--- src/rtl/traffic_analyzer_pkg.sv ---
// Shared constants, status encoding and FSM states for the GMII receive traffic analyzer.
`timescale 1ns/1ps
package traffic_analyzer_pkg;

    localparam logic [7:0]  PREAMBLE_BYTE = 8'h55;
    localparam logic [7:0]  SFD_BYTE      = 8'hD5;
    localparam logic [31:0] CRC_POLY      = 32'h04C1_1DB7;
    localparam logic [31:0] CRC_INIT      = 32'hFFFF_FFFF;
    localparam logic [31:0] CRC_RESIDUE   = 32'hDEBB_20E3;

    typedef enum logic [1:0] {
        StatusGood   = 2'd0,
        StatusBadFcs = 2'd1,
        StatusError  = 2'd2
    } frame_status_e;

    typedef enum logic [1:0] {
        StIdle,
        StPreamble,
        StData,
        StDrop
    } state_e;

    function automatic logic [31:0] reflect32(input logic [31:0] v);
        logic [31:0] r;
        for (int i = 0; i < 32; i++) begin
            r[i] = v[31-i];
        end
        return r;
    endfunction

endpackage

--- src/rtl/eth_crc32_d8.sv ---
// Combinational Ethernet CRC-32 step for one byte, LSB-first (reflected) bit order.
`timescale 1ns/1ps
module eth_crc32_d8
    import traffic_analyzer_pkg::*;
(
    input  logic [31:0] crc_in,
    input  logic [7:0]  data,
    output logic [31:0] crc_out
);

    localparam logic [31:0] PolyRefl = reflect32(CRC_POLY);

    logic [31:0] c;

    always_comb begin
        c = crc_in ^ {24'h0, data};
        for (int i = 0; i < 8; i++) begin
            c = c[0] ? ((c >> 1) ^ PolyRefl) : (c >> 1);
        end
        crc_out = c;
    end

endmodule

--- src/rtl/traffic_analyzer_gmii.sv ---
// GMII receive frame checker: delineates frames, checks FCS and length, keeps live
// statistics counters plus a shadow copy that software reads coherently.
`timescale 1ns/1ps
module traffic_analyzer_gmii
    import traffic_analyzer_pkg::*;
#(
    parameter int unsigned CNT_WIDTH = 64,
    parameter int unsigned MIN_LEN   = 64,
    parameter int unsigned MAX_LEN   = 1518
) (
    input  logic                 clk,
    input  logic                 reset,
    input  logic [7:0]           gmii_rxd,
    input  logic                 gmii_rx_dv,
    input  logic                 gmii_rx_er,
    input  logic                 enable,
    input  logic                 clear,
    input  logic                 snapshot,
    output logic [CNT_WIDTH-1:0] good_frames,
    output logic [CNT_WIDTH-1:0] bad_fcs_frames,
    output logic [CNT_WIDTH-1:0] error_frames,
    output logic [CNT_WIDTH-1:0] good_bytes,
    output logic                 frame_done,
    output logic [15:0]          frame_len,
    output logic [1:0]           frame_status
);

    localparam logic [15:0]          MinLen = 16'(MIN_LEN);
    localparam logic [15:0]          MaxLen = 16'(MAX_LEN);
    localparam logic [CNT_WIDTH-1:0] CntOne = CNT_WIDTH'(1);

    logic [7:0] rxd_q;
    logic       dv_q, er_q, en_q;

    // Deliberately not reset: the copy keeps tracking the line during reset so a frame
    // in progress at reset release is seen as such and ignored until dv drops.
    always_ff @(posedge clk) begin
        rxd_q <= gmii_rxd;
        dv_q  <= gmii_rx_dv;
        er_q  <= gmii_rx_er;
        en_q  <= enable;
    end

    state_e        state_q;
    logic          armed_q;
    logic [15:0]   len_q;
    logic [31:0]   crc_q, crc_next;
    logic          err_q, count_this_q, drop_err_q;
    logic          done_q;
    logic [15:0]   frame_len_q;
    frame_status_e status_q;

    eth_crc32_d8 u_crc (
        .crc_in  (crc_q),
        .data    (rxd_q),
        .crc_out (crc_next)
    );

    logic          frame_end, drop_end;
    frame_status_e end_status;

    always_comb begin
        frame_end = (state_q == StData) && !dv_q;
        drop_end  = (state_q == StDrop) && !dv_q && drop_err_q;
        if (err_q || (len_q < MinLen) || (len_q > MaxLen)) begin
            end_status = StatusError;
        end else if (crc_q != CRC_RESIDUE) begin
            end_status = StatusBadFcs;
        end else begin
            end_status = StatusGood;
        end
    end

    always_ff @(posedge clk) begin
        if (reset) begin
            state_q      <= StIdle;
            armed_q      <= 1'b0;
            len_q        <= '0;
            crc_q        <= CRC_INIT;
            err_q        <= 1'b0;
            count_this_q <= 1'b0;
            drop_err_q   <= 1'b0;
            done_q       <= 1'b0;
            frame_len_q  <= '0;
            status_q     <= StatusGood;
        end else begin
            done_q <= 1'b0;
            if (!dv_q) begin
                armed_q <= 1'b1;
            end
            case (state_q)
                StIdle: begin
                    len_q <= '0;
                    crc_q <= CRC_INIT;
                    err_q <= 1'b0;
                    if (dv_q && armed_q) begin
                        if (rxd_q == PREAMBLE_BYTE) begin
                            state_q <= StPreamble;
                        end else if (rxd_q == SFD_BYTE) begin
                            state_q      <= StData;
                            count_this_q <= en_q;
                        end else begin
                            state_q      <= StDrop;
                            drop_err_q   <= 1'b1;
                            count_this_q <= en_q;
                        end
                    end
                end
                StPreamble: begin
                    if (!dv_q) begin
                        state_q <= StIdle;
                    end else if (rxd_q == SFD_BYTE) begin
                        state_q      <= StData;
                        count_this_q <= en_q;
                    end else if (rxd_q != PREAMBLE_BYTE) begin
                        state_q      <= StDrop;
                        drop_err_q   <= 1'b1;
                        count_this_q <= en_q;
                    end
                end
                StData: begin
                    if (dv_q) begin
                        crc_q <= crc_next;
                        if (len_q != 16'hFFFF) begin
                            len_q <= len_q + 16'd1;
                        end
                        if (er_q) begin
                            err_q <= 1'b1;
                        end
                    end else begin
                        state_q     <= StIdle;
                        frame_len_q <= len_q;
                        status_q    <= end_status;
                        done_q      <= count_this_q;
                    end
                end
                StDrop: begin
                    if (!dv_q) begin
                        state_q    <= StIdle;
                        drop_err_q <= 1'b0;
                    end
                end
                default: state_q <= StIdle;
            endcase
        end
    end

    logic [CNT_WIDTH-1:0] good_q, bad_q, errc_q, bytes_q;
    logic [CNT_WIDTH-1:0] good_s_q, bad_s_q, errc_s_q, bytes_s_q;

    // Shadow copies read the pre-update live values, and clear overrides any coincident
    // frame-end update.
    always_ff @(posedge clk) begin
        if (reset) begin
            good_q    <= '0;
            bad_q     <= '0;
            errc_q    <= '0;
            bytes_q   <= '0;
            good_s_q  <= '0;
            bad_s_q   <= '0;
            errc_s_q  <= '0;
            bytes_s_q <= '0;
        end else begin
            if (snapshot) begin
                good_s_q  <= good_q;
                bad_s_q   <= bad_q;
                errc_s_q  <= errc_q;
                bytes_s_q <= bytes_q;
            end
            if (clear) begin
                good_q  <= '0;
                bad_q   <= '0;
                errc_q  <= '0;
                bytes_q <= '0;
            end else if (count_this_q) begin
                if (frame_end) begin
                    case (end_status)
                        StatusGood: begin
                            good_q  <= good_q + CntOne;
                            bytes_q <= bytes_q + CNT_WIDTH'(len_q);
                        end
                        StatusBadFcs: bad_q  <= bad_q + CntOne;
                        default:      errc_q <= errc_q + CntOne;
                    endcase
                end else if (drop_end) begin
                    errc_q <= errc_q + CntOne;
                end
            end
        end
    end

    assign good_frames    = good_s_q;
    assign bad_fcs_frames = bad_s_q;
    assign error_frames   = errc_s_q;
    assign good_bytes     = bytes_s_q;
    assign frame_done     = done_q;
    assign frame_len      = frame_len_q;
    assign frame_status   = status_q;

endmodule

--- config.mk ---
export PLATFORM = sky130hd
export DESIGN_NAME = traffic_analyzer_gmii
export DESIGN_NICKNAME = d
export VERILOG_FILES = /design/src/rtl/traffic_analyzer_pkg.sv /design/src/rtl/eth_crc32_d8.sv /design/src/rtl/traffic_analyzer_gmii.sv
export SDC_FILE = /design/constraint.sdc
export NUM_CORES = 1
export LEC_CHECK = 0
export ABC_CLOCK_PERIOD_IN_PS = 2900
export BUFFER_PORTS_ARGS = -buffer_cell sky130_fd_sc_hd__buf_2
export CAP_MARGIN = 25
export CORE_MARGIN = 2
export CORE_UTILIZATION = 25
export DETAILED_ROUTE_END_ITERATION = 10
export PLACE_DENSITY_LB_ADDON = 0.1
export SETUP_SLACK_MARGIN = 0.5
export SLEW_MARGIN = 30
export SYNTH_ARGS = -nofsm -noshare
export SYNTH_HDL_FRONTEND = slang
export SYNTH_SLANG_ARGS = --single-unit
--- constraint.sdc ---
create_clock -name clk -period 2.9 [get_ports clk]
set_clock_uncertainty 0.2 [all_clocks]
set_input_delay 0.29 -clock clk [delete_from_list [all_inputs] [get_ports clk]]
set_output_delay 0.29 -clock clk [all_outputs]
set_load 0.01 [all_outputs]
==> metrics.cfg <==
[logic_synthesis]
avgSynthCellArea_um2=9.08
synthCells=2784
ys_async_sr_fraction_pct=0
synth_seq_cells=596
syn-num-nets=2820
ys_seq_area_share_pct=47.2
yosysWarnings=0
synth_edf_count=0
ys.flop_type=dfxtp_1
synthesis.area_um2=25300
synthDistinctLibCells=69

[placement]
portBuffers=289
gp_congestion=0.806
dpl.hpwl_mm=56.5

[timing]
tns_ns=0
holdWs_ns=0.101
rsz0062_at_grt=yes
finalHoldViolCount=0
setup_violations=0
finalCriticalPeriod_ns=2.88
slew_viol_final=0
fmax_ghz=0.347
tightestPinTransition_ns=0.760
fin_crit_sh_pct=99.4
relSlewSlack_pct=49.3

[floorplan]
coreArea_um2=100000
die-area_um2=104000
die_height_um=322
num_io_pins=290
start_util_pct=25.2
row_count=116
die_w_um=322

[finish]
syn_to_final_growth_pct=38.1
multiInputGateArea_um2=14600
filler_cell_count=10200
antenna_cells=0
seq_area_um2=12000
final_common_cell=dfxtp_1
final_cell_mix=dfxtp_1, nor2_1, buf_2
final_nets=3272
drive_above_1_share_pct=28.9

[global_route]
grt_pass1_vias=21200
grt_use_total_pct=15.5
grt-ovfl-total=0
grt_max_degree=159
antenna_found_initial=1
grt_pass1_wl_mm=126

[pwr]
powerDensity_nw_per_um2=530
leakage_uw=0.0142
ir_worst_vdd_mv=0.359

[clock_network]
clock_path_buffers=3
worstSkewPairLatency_ns=0.62
clk_pin_slew_ns=0.06
root_buffer=clkbuf_16
numCtsBuffers=76
clkSinkCount=596
cts_htree_levels=3
cts_tree=yes

[worst_setup_path]
critPathArrivalTime_ns=3.23
worst_setup_path_start_kind=flip-flop
endpoint_kind=flip-flop
required_ns=3.25
cp_max_fo=8
critPathKind=reg -> reg

[min_path]
hp-class=in -> reg

[detailed_routing]
vias=21200
drt_iter0_markers=949
wl_per_cell_um=18.0
drc=0
dr.pass1.iters=5
routed_wl_mm=82.6
vias_per_cell=4.62
ant_nets=0

[run]
cap_violations=0

[outcome]
status=finished, final reports clean

[critical path, stage by stage, from the launching register on]
cell and delay (ns):
dfxtp_1 0.38, nand4b_1 0.13, or4_4 0.49, nor4b_4 0.37, buf_6 0.19, buf_4 0.12, buf_4 0.10, nand3_4 0.14
clkbuf_16 0.24, or3_1 0.31, a21oi_1 0.13
[final timing paths]
kind,from,endpoint,slack (ns),cells after the start
max,crc_q[30],good_q[9],0.02,10
min,gmii_rxd[3],rxd_q[3],0.10,2
max reg2reg,crc_q[30],good_q[9],0.02,10
min reg2reg,frame_len[4],frame_len[4],0.25,2
[metrics by stage]
step / std cells / worst slack, ns / cell area [um2] / total power (uW) / utilization, %
detailed placement: 4360 / -0.144 / 29800 / 9160 / 29.8
CTS: 4563 / -0.00000777 / 34000 / 18900 / 33.9
global placement: 4360 / -0.274 / 29800 / 9160 / 29.8
floorplan: 2784 / 0.296 / 26100 / 8930 / -
finish: 4587 / 0.0187 / 34900 / 18500 / 34.9
global route: 4587 / -0.111 / 34900 / 19300 / 34.9
[layout make-up]
cell class	count	share of cell area, %
clock inverter	20	0.599
timing repair buffer	527	11.3
tap	1298	4.65
clock buffer	111	6.61
multi-input combinational	1983	41.9
inverter	52	0.559
sequential	596	34.4
[registers in the layout, summed over array words and instances (netlist names), 16 cells and up]
register	count
bad_fcs_frames	64
bad_q	64
errc_q	64
error_frames	64
good_q	64
crc_q	32
bytes_q	64
len_q	16
frame_len	16
good_frames	64
good_bytes	64
[kinds of logic after synthesis]
family	synth area share [%]
compound gates	7.06
simple gates	21.9
xor+xnor	9.14
flops	47.2
fa+ha+maj	1.07
buf+inv	3.26
mux	10.4
[layer usage]
layer / vias to the layer above / share of wire [%] / track usage [%] / wire, um
li1: 10600 / - / - / -
met1: 10200 / 45 / 19.7 / 37500
met2: 331 / 47 / 25.8 / 39100
met3: 112 / 4.7 / 3.31 / 3840
met4: 0 / 2.7 / 5.34 / 2200
met5: - / 0 / 0 / 0
[synth_stat cells (16+ instances only)]
cell	instances	area share, %
dfxtp_1	596	47
nor2_1	491	7.3
mux2i_1	262	10
xnor2_1	175	6.1
nand2_1	173	2.6
a21oi_1	110	2.2
clkbuf_1	109	1.6
nand3_1	107	2.1
xor2_1	86	3.0
nand4_1	69	1.7
nor3_1	63	1.2
inv_1	51	0.76
o21ai_0	48	0.95
or3_1	46	1.1
nor4_1	42	1.0
and3_1	35	0.87
nand2b_1	33	0.82
and4_1	32	1.1
buf_1	31	0.46
o22ai_1	29	0.72
ha_1	20	0.99
a2111oi_0	17	0.59
a211oi_1	16	0.48
[power by group]
group	switching, uW	internal [uW]
Sequential	22.5	8210
Clock	3680	5830
Combinational	452	305
[timing repair]
| action | in CTS | in global routing |
|---|---|---|
| resized for setup | 197 | 139 |
| setup endpoints to repair | 264 | 288 |
| hold endpoints to repair | 67 | 0 |
| buffers inserted | 52 | 16 |
| pin swaps | 99 | 135 |
| hold buffers | 14 | 0 |
| gates cloned | 6 | 8 |
Power figures use the tool's default switching activity.
